[src/rtl/piso_pkg.sv]
// ============================================================================
// Module      : piso_pkg
// Description : Shared state encoding and width helper for the PISO serializer
// Revision    : 1.0 - initial release
// ============================================================================
`default_nettype none

package piso_pkg;

    typedef enum logic [0:0] {
        ST_IDLE  = 1'b0,
        ST_SHIFT = 1'b1
    } state_t;

    // Bit-counter width for a given word width; never narrower than one bit.
    function automatic int count_width(input int dw);
        return (dw > 2) ? $clog2(dw) : 1;
    endfunction

endpackage

`default_nettype wire

[src/rtl/piso.sv]
// ============================================================================
// Module      : piso
// Description : Parallel-in serial-out shifter with valid/ready on both sides
// Revision    : 1.0 - initial release
// ============================================================================
`default_nettype none

module piso
    import piso_pkg::*;
#(
    parameter int DATA_WIDTH = 16,
    parameter bit MSB_FIRST  = 1'b1
) (
    input  logic                  clk,
    input  logic                  reset,
    input  logic [DATA_WIDTH-1:0] parallel_in,
    input  logic                  load_valid,
    output logic                  load_ready,
    output logic                  serial_out,
    output logic                  serial_valid,
    input  logic                  serial_ready,
    output logic                  frame_start,
    output logic                  frame_done,
    output logic                  busy
);

    localparam int                 c_CNT_W      = count_width(DATA_WIDTH);
    localparam logic [c_CNT_W-1:0] c_LAST_COUNT = c_CNT_W'(DATA_WIDTH - 1);

    state_t                  r_state;
    state_t                  w_state_next;
    logic [DATA_WIDTH-1:0]   r_shift;
    logic [DATA_WIDTH-1:0]   w_shift_next;
    logic [DATA_WIDTH-1:0]   w_shifted;
    logic [c_CNT_W-1:0]      r_count;
    logic [c_CNT_W-1:0]      w_count_next;
    logic                    w_shifting;
    logic                    w_last;
    logic                    w_advance;
    logic                    w_accept;
    logic                    w_head_bit;

    assign w_shifting = (r_state == ST_SHIFT);
    assign w_last     = w_shifting && (r_count == c_LAST_COUNT);
    assign w_advance  = w_shifting && serial_ready;

    // Ready during the last bit lets a new word chain on with no idle gap.
    assign load_ready = !reset && (!w_shifting || (w_last && serial_ready));
    assign w_accept   = load_valid && load_ready;

    generate
        if (MSB_FIRST) begin : g_msb_first
            assign w_head_bit = r_shift[DATA_WIDTH-1];
            assign w_shifted  = {r_shift[DATA_WIDTH-2:0], 1'b0};
        end else begin : g_lsb_first
            assign w_head_bit = r_shift[0];
            assign w_shifted  = {1'b0, r_shift[DATA_WIDTH-1:1]};
        end
    endgenerate

    always_comb begin
        w_state_next = r_state;
        w_shift_next = r_shift;
        w_count_next = r_count;
        case (r_state)
            ST_IDLE: begin
                if (w_accept) begin
                    w_state_next = ST_SHIFT;
                    w_shift_next = parallel_in;
                    w_count_next = '0;
                end
            end
            ST_SHIFT: begin
                if (w_advance) begin
                    if (w_last) begin
                        if (w_accept) begin
                            w_shift_next = parallel_in;
                            w_count_next = '0;
                        end else begin
                            w_state_next = ST_IDLE;
                            w_shift_next = '0;
                            w_count_next = '0;
                        end
                    end else begin
                        w_shift_next = w_shifted;
                        w_count_next = r_count + c_CNT_W'(1);
                    end
                end
            end
            default: begin
                w_state_next = ST_IDLE;
                w_shift_next = '0;
                w_count_next = '0;
            end
        endcase
    end

    always_ff @(posedge clk or posedge reset) begin
        if (reset) begin
            r_state <= ST_IDLE;
            r_shift <= '0;
            r_count <= '0;
        end else begin
            r_state <= w_state_next;
            r_shift <= w_shift_next;
            r_count <= w_count_next;
        end
    end

    // Outputs decode straight from state so reset clears them without a clock.
    assign serial_valid = w_shifting;
    assign serial_out   = w_shifting && w_head_bit;
    assign busy         = w_shifting;
    assign frame_start  = w_shifting && (r_count == '0);
    assign frame_done   = w_last;

endmodule

`default_nettype wire

[config.mk]
export PLATFORM = sky130hd
export DESIGN_NAME = piso
export DESIGN_NICKNAME = d
export VERILOG_FILES = /design/src/rtl/piso_pkg.sv /design/src/rtl/piso.sv
export SDC_FILE = /design/constraint.sdc
export NUM_CORES = 1
export LEC_CHECK = 0
export BUFFER_PORTS_ARGS = -buffer_cell sky130_fd_sc_hd__buf_4
export CAP_MARGIN = 25
export CORE_ASPECT_RATIO = 1.4
export CORE_MARGIN = 3
export CORE_UTILIZATION = 53
export CTS_BUF_LIST = sky130_fd_sc_hd__clkbuf_4
export CTS_CLUSTER_DIAMETER = 150
export DETAILED_ROUTE_END_ITERATION = 6
export PLACE_DENSITY = 0.79
export SLEW_MARGIN = 20
export SYNTH_ARGS = -nofsm -noshare
export SYNTH_HDL_FRONTEND = slang
export SYNTH_SLANG_ARGS = --single-unit
[constraint.sdc]
create_clock -name clk -period 3.3 [get_ports clk]
set_input_delay 0.33 -clock clk [delete_from_list [all_inputs] [get_ports clk]]
set_output_delay 0.33 -clock clk [all_outputs]
set_load 0.01 [all_outputs]
# Word level (Yosys, flattened, before mapping)
# Index checks and enable logic that the tools add are counted.
[op_classes] n_mux=13 n_addsub=1 n_reduce_logical=12 eq_ne=3 bitwise_logic=1
[op_table] cell="$mux 16" count=4
[op_table] cell="$pmux 16 s2" count=1
[op_table] cell="$mux 4" count=3
[op_table] cell="$pmux 4 s2" count=1
[op_table] cell="$logic_and 1x1->1" count=7
[op_table] cell="$add 4x1->4 const B" count=1
[op_table] cell="$eq 4x4->1 const B" count=1
[op_table] cell="$logic_not 4->1" count=1
[op_table] cell="$mux 1" count=3
[op_table] cell="$logic_not 1->1" count=2
[op_table] cell="$ne 2x1->1 const B" count=1
[op_table] cell="$ne 2x2->1 const B" count=1
[op_table] cell="$pmux 1 s2" count=1
[op_table] cell="$reduce_and 2->1" count=1
[op_table] cell="$logic_or 1x1->1" count=1
[op_table] cell="$not 1->1" count=1
[word_totals] out_inout_bits=6 input_bits=20 ff_bits=21

# Depth between registers and ports, before layout
# Gate-level depths: netlist of the first run.
[logic_depth] depth_word=10 depth_mapped=5

# Worst setup path before layout of the first run
# Ideal clock, no wire load.
[synth_timing] kind="register -> output" from="register r_count[0]" to="output port load_ready" path_stages_with_launch=6 arrival_ns=1.287 n_path_buf=1 path_slack_ns=1.683 path_cell_list="dfrtp_1 > ha_1 > nand3_4 > buf_6 > and2_1 > nor3_1"
[synth_via] elab_chain_len=5
[synth_lines] element="start: declaration" line_no="piso.sv:35" rtl="logic [c_CNT_W-1:0] r_count;"
[synth_lines] element="start signal: assignment" line_no="piso.sv:106" rtl="r_count <= w_count_next;"
[synth_lines] element="$eq 4x4->1" line_no="piso.sv:44" rtl="assign w_last = w_shifting && (r_count == c_LAST_COUNT);"
[synth_lines] element="$logic_and 1x1->1" line_no="piso.sv:44"
[synth_lines] element="$logic_and 1x1->1" line_no="piso.sv:48" rtl="assign load_ready = !reset && (!w_shifting || (w_last && serial_ready));"
[synth_lines] element="$logic_or 1x1->1" line_no="piso.sv:48"
[synth_lines] element="$logic_and 1x1->1" line_no="piso.sv:48"
[synth_lines] element="end: declaration" line_no="piso.sv:18" rtl="output logic load_ready,"
# Every way passes these cells.

# Final worst setup path of the first run
[layout_timing] from="register r_state, in the netlist busy" to="output port load_ready"
[layout_via] elab_chain_len=4
[layout_lines] element="start: declaration" line_no="piso.sv:30" rtl="state_t r_state;"
[layout_lines] element="start signal: assignment" line_no="piso.sv:104" rtl="r_state <= w_state_next;"
[layout_lines] element="$logic_and 1x1->1" line_no="piso.sv:44"
[layout_lines] element="$logic_and 1x1->1" line_no="piso.sv:48"
[layout_lines] element="$logic_or 1x1->1 (*)" line_no="piso.sv:48"
[layout_lines] element="$logic_and 1x1->1 (*)" line_no="piso.sv:48"
# Every way passes the cells marked *; elsewhere a longest branch is shown, timed or not.

==> results.tsv, run 1 <==
metric	value	unit
worst endpoint required time	2970	ps
diode count	0	
# setup viols final	0	
RSZ-0062 raised after global routing	no	
placed cell area	1480	µm²
DRC viols	0	
PostCTS Resize Cnt	0	
Pint	0.680	mW
final hold slack	195	ps
clock slew at reported path FFs	120	ps
layout cells sized above 1	24.0	%
Overall Global Routing Usage	21.0	%
Final Wtd Congestion	0.714	
Final min period	2190	ps
crit share post-route	66.4	%
post-synthesis sequential area ratio	39.6	%
max-cap viol count	0	
Sw Share	35.7	%
postcts setup bufs	0	
Worst setup EP type	primary output	
maximum fanout along the worst path	29	
die area	3150	µm²
total power	1.06	mW
worst hold path class	input pin to asynchronous set/reset pin	
# H-tree levels	1	
I/O pin total	26	
final core utilization	66.3	%
placed cells	175	
clock latency on the worst-skew pair	310	ps
outcome	finished clean	
Final HPWL DP	2.01	mm
Post-Layout Cell Count	179	
DR pass1 iterations	4	
CP startpoint kind	register	
area share of the largest cell type after synthesis	39.6	%
Ys Warns	0	
# rows	20	
mean post-synth cell area	10.3	µm²
Combinational Power Share	44.1	%
most common cell after layout, fill and taps aside	and3_1	
post-route worst setup slack	1110	ps
flops & latches, synth	21	
kind of critical path	register to primary output	
largest net degree at the start of global routing	30	
Die W	48.3	µm
PortBufs	25	
mapped cell area	1330	µm²
Clk pwr share	12.9	%
Nets	169	
Yosys cell types	30	
Overflow after GRT	0	
area grow syn2layout	13.8	%
maximum clock frequency	0.457	GHz
TNS Setup	0	ps
Synthesized Nets	151	
root buffer cell	clkbuf_4	
CTS tree	yes	
sequential share of power	43.0	%
Final Skew	4.18	ps
Slew HR	45.2	%
largest area contributor in the netlist	dfrtp_1	
worst slack, placed	1310	ps
CTS Buffer Depth	2	
first-pass GRT wire length	4.91	mm
r2r setup slk	1320	ps
DR vias	1165	
Worst Tran Pin Value	821	ps
initial core utilization	58.3	%
Avg Vias per Cell	6.51	
CTS sink count	21	
Post-CTS Hold Buffers	0	
Die Ht	65.2	µm
initial antenna violation count	0	
max-slew violations	0	
Hold Fails Final Rpt	0	
CORE AREA	2280	µm²
most frequent cells in the layout	and3_1 (30), buf_4 (26), dfrtp_1 (21)	
sw power	0.378	mW
Pwr Density	700	nW/µm²
Final ANT Viol Nets	0	
final instance area	1510	µm²
drt wl/cell	17.1	µm
maximum VDD drop	474	µV
1st-iter DRT viols	72	
Critical Path AT	1860	ps
ranking of synthesized cells by area	dfrtp_1 (40%), and3_1 (14%), o32a_1 (11%), o31a_1 (9.9%), buf_6 (2.5%)	
vias in the first global route	1097	
Syn Inst Count	129	
total CTS buffers	3	
Leakage	0.693	nW
overall routed net length	3.05	mm
[Yosys cell counts]
cell / count
nor2b_2: 1
and3_1: 30
a21oi_1: 2
dfrtp_1: 21
buf_6: 3
and3_4: 1
buf_2: 4
o32a_1: 15
and2_1: 3
nand3_1: 2
nand2_1: 4
mux2i_1: 2
o21ai_0: 1
o221ai_1: 1
or3_1: 1
nor2b_1: 1
inv_1: 4
clkbuf_1: 4
o211ai_1: 1
nand3_4: 1
or4b_1: 1
and4bb_2: 1
ha_1: 2
nand2b_1: 1
o21ai_2: 1
xor2_1: 1
o31a_1: 15
buf_4: 2
nor3_1: 1
nand4_1: 2
[state kept, by name, indices dropped and copies added, names as in the netlist]
signal / cells
busy: 1
r_count: 4
r_shift: 16
[cells by family (layout without fill, tap and decap cells)]
logic type	count (synthesis)	in the layout	synth area share [%]
DFF	21	21	39.6
buffers and inverters	17	34	7.44
and+or+nand+nor	50	50	24.7
muxes	2	2	1.51
adders and majority gates	2	2	1.88
xor gates and xnor gates	1	1	0.660
AOI/OAI and AO/OA	36	36	24.2
[per-layer routing]
layer,vias up,share of wire [%],wire (µm),global-route usage [%]
li1,537,-,-,-
met1,580,43,1320,29.7
met2,44,51,1560,32.5
met3,4,4.4,133,1.64
met4,0,1.1,34,7.74
met5,-,0,0,0
[final cells by class]
class	instances	area (µm²)
inverters	4	15.0
well taps	33	41.3
repair buffers	26	195
multi-input cells	91	703
flip-flops and latches	21	526
fillers	202	767
clock buffers	4	30.0
[power groups by stage]
stage / Sequential [mW] / Clock, mW / Combinational [mW]
2_1_floorplan: 0.429 / 0 / 0.381
3_5_place_dp: 0.459 / 0 / 0.468
3_3_place_gp: 0.451 / 0 / 0.452
4_1_cts: 0.452 / 0.137 / 0.471
6_report: 0.455 / 0.137 / 0.466
5_1_grt: 0.466 / 0.153 / 0.518
[worst max-delay path: stages (launching register included)]
cell,delay [ps]
dfrtp_1,670
buf_4,360
nor2b_1,280
nor3_1,90
buf_4,150
[worst paths after layout]
path,from,endpoint,depth (start not counted)
setup / recovery,busy,load_ready,4
min in group clk,serial_ready,r_count[1],3
setup reg to reg,busy,r_shift[3],3
hold reg to reg,r_shift[5],r_shift[5],1
max in group asynchronous,reset,r_shift[1],2
hold / removal,reset,busy,2
Power figures use the tool's default switching activity.
==> inputs of run 2 (changes only) <==
Clock period 3.3 ns to 2.1 ns, I/O delays scaled along.
==> run 2 against run 1 <==
  * Register-to-register slack worse by 830 ps
  * Largest cell class unchanged
  * Via count is 3.8% lower
  * Global-route usage is 0.80 points higher
  * Largest power group unchanged
  * Sequential power is 54% higher
  * Power is 57% higher
  * Critical path type unchanged
==> results.tsv, run 2 (synthesized netlist as in run 1, its figures left out) <==
metric	value	unit	change
layout cells sized above 1	25.0	%	was 24.0%
root buffer cell	clkbuf_4		unchanged
maximum clock frequency	0.516	GHz	
PortBufs	25		unchanged
Critical Path AT	1730	ps	was 1860 ps
# setup viols final	0		unchanged
Nets	171		was 169
initial core utilization	58.3	%	unchanged
most frequent cells in the layout	and3_1 (30), buf_4 (28), dfrtp_1 (21)		was and3_1 (30), buf_4 (26), dfrtp_1 (21)
CTS sink count	21		unchanged
first-pass GRT wire length	5.13	mm	was 4.91 mm
worst hold path class	input pin to asynchronous set/reset pin		unchanged
total CTS buffers	3		unchanged
DR vias	1121		was 1165
final core utilization	67.0	%	was 66.3%
Final min period	1940	ps	
Slew HR	45.6	%	was 45.2%
DRC viols	0		unchanged
most common cell after layout, fill and taps aside	and3_1		unchanged
Overflow after GRT	0		unchanged
Fill cells	194		was 202
Worst Tran Pin Value	815	ps	was 821 ps
I/O pin total	26		unchanged
CTS tree	yes		unchanged
Final Skew	12.9	ps	was 4.18 ps
Final ANT Viol Nets	0		unchanged
FF+latch area	526	µm²	unchanged
# H-tree levels	1		unchanged
die area	3150	µm²	unchanged
CORE AREA	2280	µm²	unchanged
outcome	finished clean		unchanged
Avg Vias per Cell	6.19		was 6.51
Leakage	0.702	nW	was 0.693 nW
multi-input combinational cell area	703	µm²	unchanged
slowest cell on the critical path	dfrtp_1		unchanged
Final HPWL DP	1.98	mm	was 2.01 mm
Post-CTS Hold Buffers	0		unchanged
total power	1.66	mW	was 1.06 mW
kind of critical path	register to primary output		unchanged
Die Ht	65.2	µm	unchanged
overall routed net length	3.01	mm	was 3.05 mm
Worst setup EP type	primary output		unchanged
max-cap viol count	0		unchanged
family with the most delay on the worst path	simple AND/OR/NAND/NOR gates		was flip-flops
largest net degree at the start of global routing	29		was 30
1st-iter DRT viols	37		was 72
clock slew at reported path FFs	120	ps	about the same
maximum fanout along the worst path	18		was 29
Final Wtd Congestion	0.733		was 0.714
CTS Buffer Depth	2		unchanged
max reg flops	16		unchanged
Pwr Density	1090	nW/µm²	was 700 nW/µm²
maximum VDD drop	625	µV	was 474 µV
clock latency on the worst-skew pair	310	ps	about the same
Overall Global Routing Usage	21.8	%	was 21.0%
CP Cell Sequence	ha_1 > nand3_4 > and2_1 > nor3_1 > buf_4		was buf_4 > nor2b_1 > nor3_1 > buf_4
crit share post-route	92.2	%	
largest register by flop count	r_shift		unchanged
vias in the first global route	1142		was 1097
CP startpoint kind	register		unchanged
drt wl/cell	16.6	µm	was 17.1 µm
CP max stage delay	430	ps	was 670 ps
RSZ-0062 raised after global routing	no		unchanged
PostCTS Resize Cnt	0		unchanged
postcts setup bufs	0		unchanged
Die W	48.3	µm	unchanged
TNS Setup	0	ps	unchanged
Critical path buffers and inverters	1		was 2
Post-Layout Cell Count	181		was 179
placed cells	177		was 175
area grow syn2layout	14.9	%	was 13.8%
DR pass1 iterations	4		unchanged
worst endpoint required time	1890	ps	was 2970 ps
initial antenna violation count	0		unchanged
# rows	20		unchanged
Hold Fails Final Rpt	0		unchanged
max-slew violations	0		unchanged
diode count	0		unchanged
==> run 2: worst paths after layout <==
kind / depth (start not counted) / end / from / slack (ps)
setup / recovery: 5 / load_ready / r_count[0] / 160
hold / removal: 2 / r_shift[9] / reset / 80
setup reg to reg: 4 / r_shift[3] / r_count[0] / 490
hold reg to reg: 1 / r_shift[4] / r_shift[4] / 500
max in group asynchronous: 2 / r_shift[7] / reset / 1510
min in group clk: 3 / r_count[1] / serial_ready / 210
==> run 2: routing by layer <==
layer / GRT usage, % / part of all wire [%]
met1: 28.3 / 45
met4: 7.41 / 0.60
met5: 0 / 0
met2: 35.3 / 51
met3: 3.56 / 3.2
==> run 2: power by group <==
part / internal (mW) / total [mW] / switching [mW]
logic: 0.413 / 0.754 / 0.341
registers: 0.577 / 0.700 / 0.124
clock network: 0.0869 / 0.209 / 0.122
total: 1.08 / 1.66 / 0.586
==> run 2: area by class of cell <==
type	instances	area share, %
Multi-Input combinational cell	91	46.1
Inverter	4	0.984
Tap cell	33	2.71
Clock buffer	4	1.97
Sequential cell	21	34.5
Timing Repair Buffer	28	13.8
==> run 2: stage by stage <==
step | hold WS (ps) | area (µm²) | worst slack, ps
detailed placement | 441 | 1500 | 503
floorplan | 187 | 1330 | 506
global route | 127 | 1530 | 5.98
global placement | 432 | 1500 | 493
finish | 75.8 | 1530 | 163
CTS | 91.2 | 1530 | 149
==> inputs of run 3 (changes only) <==
==> constraint.sdc (replaced) <==
create_clock -name clk -period 2.1 [get_ports clk]
set_input_delay 0.42 -clock clk [delete_from_list [all_inputs] [get_ports clk]]
set_output_delay 0.42 -clock clk [all_outputs]
set_load 0.01 [all_outputs]
==> run 3 against run 2 <==
  * Clock power rose by 2%
  * Non-clock buffer count rose by 3
  * Worst setup slack got worse by 1.4 ps
  * Sequential share of layout area is 0.56 points lower
  * Combinational power increased by 4.0%
  * Clock-buffer cell count is the same
  * Register-to-register slack lost 180 ps
  * Final cell count increased by 1.7%
  * Die area did not move
  * Via count is 3.8% higher
  * Worst hold slack better by 6.3 ps
  * Critical path type unchanged
==> results.tsv, run 3 (synthesized netlist as in run 1, its figures left out) <==
metric	value	unit	change
final core utilization	68.1	%	was 67.0%
initial antenna violation count	0		unchanged
maximum VDD drop	545	µV	was 625 µV
r2r setup slk	310	ps	was 490 ps
I/O pin total	26		unchanged
reg-to-reg endpoint	r_shift[13]		was r_shift[3]
Worst setup EP type	primary output		unchanged
root buffer cell	clkbuf_4		unchanged
Final min period	1940	ps	about the same
Critical Path AT	1520	ps	was 1730 ps
kind of critical path	register to primary output		unchanged
DR pass1 iterations	4		unchanged
Nets	174		was 171
1st-iter DRT viols	55		was 37
CP startpoint kind	register		unchanged
Final Skew	2.65	ps	was 12.9 ps
Avg Vias per Cell	6.33		was 6.19
Leakage	0.714	nW	was 0.702 nW
max reg flops	16		unchanged
initial core utilization	58.3	%	unchanged
crit path launch	r_count[1]		was r_count[0]
DRC viols	0		unchanged
clock slew at reported path FFs	120	ps	about the same
Fill cells	196		was 194
Worst Tran Pin Value	671	ps	was 815 ps
FF+latch area	526	µm²	unchanged
PortBufs	25		unchanged
# H-tree levels	1		unchanged
most frequent cells in the layout	buf_4 (31), and3_1 (30), dfrtp_1 (21)		was and3_1 (30), buf_4 (28), dfrtp_1 (21)
clock latency on the worst-skew pair	310	ps	about the same
worst endpoint required time	1680	ps	was 1890 ps
outcome	finished clean		unchanged
RSZ-0062 raised after global routing	no		unchanged
worst reg2reg path depth	4		unchanged
first-pass GRT wire length	5.06	mm	was 5.13 mm
max-cap viol count	0		unchanged
CORE AREA	2280	µm²	unchanged
CTS tree	yes		unchanged
multi-input combinational cell area	706	µm²	was 703 µm²
# setup viols final	0		unchanged
busiest grt layer	met2		unchanged
Hold Fails Final Rpt	0		unchanged
Critical R2R Launch	busy		was r_count[0]
diode count	0		unchanged
Overflow after GRT	0		unchanged
met2 Track Usage GR	35.8	%	was 35.3%
layout cells sized above 1	27.2	%	was 25.0%
most common cell after layout, fill and taps aside	buf_4		was and3_1
crit share post-route	92.3	%	was 92.2%
met3 usage	3.29	%	was 3.56%
CTS Buffer Depth	2		unchanged
TNS Setup	0	ps	unchanged
area grow syn2layout	16.8	%	was 14.9%
total CTS buffers	3		unchanged
Die Ht	65.2	µm	unchanged
Slew HR	55.3	%	was 45.6%
Overall Global Routing Usage	21.6	%	was 21.8%
Die W	48.3	µm	unchanged
Final ANT Viol Nets	0		unchanged
largest net degree at the start of global routing	19		was 29
largest register by flop count	r_shift		unchanged
max-slew violations	0		unchanged
CTS sink count	21		unchanged
Final HPWL DP	2.11	mm	was 1.98 mm
GR Layer Usage met1	27.1	%	was 28.3%
worst hold path class	input pin to asynchronous set/reset pin		unchanged
# rows	20		unchanged
final hold slack	82.1	ps	was 75.8 ps
Critical Path Sink	load_ready		unchanged
maximum fanout along the worst path	3		was 18
vias in the first global route	1155		was 1142
overall routed net length	3.09	mm	was 3.01 mm
Final Wtd Congestion	0.756		was 0.733
drt wl/cell	16.8	µm	was 16.6 µm
DR vias	1164		was 1121
die area	3150	µm²	unchanged
Pwr Density	1100	nW/µm²	was 1090 nW/µm²
maximum clock frequency	0.516	GHz	about the same
## run 3: changes by cell type in the layout (fill, tap and decap cells not counted)
cell	change
ha_1	-1
ha_2	+1
buf_4	+3
## run 3: worst min-delay path by stage
| stage | to | slack [ps] | depth (start not counted) |
|---|---|---|---|
| floorplan | busy | 400 | 1 |
| global placement | busy | 430 | 2 |
| detailed placement | busy | 430 | 2 |
| CTS | r_count[2] | 90 | 2 |
| global route | busy | 90 | 2 |
| finish | busy | 80 | 2 |
## run 3: what timing repair did
item                       CTS  global route
hold buffers                 0             0
setup endpoints to repair    0             1
resized for setup            0             1
buffers inserted             0             1
## run 3: layout make-up
cell class,count,area share [%]
Clock buffer,4,1.94
Inverter,4,0.969
Multi-Input combinational cell,91,45.5
Sequential cell,21,33.9
Tap cell,33,2.66
Timing Repair Buffer,31,15.0
## run 3: critical path: stages, from the launching register on
cell	delay, ps
dfrtp_1	400
ha_2	230
nand3_4	80
and2_1	190
nor3_1	160
buf_4	150
## run 3: through the flow
stage	setup WS [ps]	cell area (µm²)	cells	total power [mW]
CTS	88.6	1540	183	1.70
finish	162	1550	184	1.71
global route	33.0	1550	184	1.84
global placement	302	1510	179	1.44
detailed placement	295	1510	179	1.48
floorplan	393	1330	129	1.27
## run 3: metal layers
metal	routed length (µm)	share of wire, %
met5	0	0
met4	46	1.5
met3	195	6.3
met2	1580	51
met1	1270	41
## run 3: report_power, final
part / switching [mW] / leakage, nW / total (mW) / internal, mW
Sequential: 0.135 / 0.234 / 0.711 / 0.577
Clock: 0.127 / 0.0184 / 0.214 / 0.0870
Combinational: 0.349 / 0.462 / 0.784 / 0.435
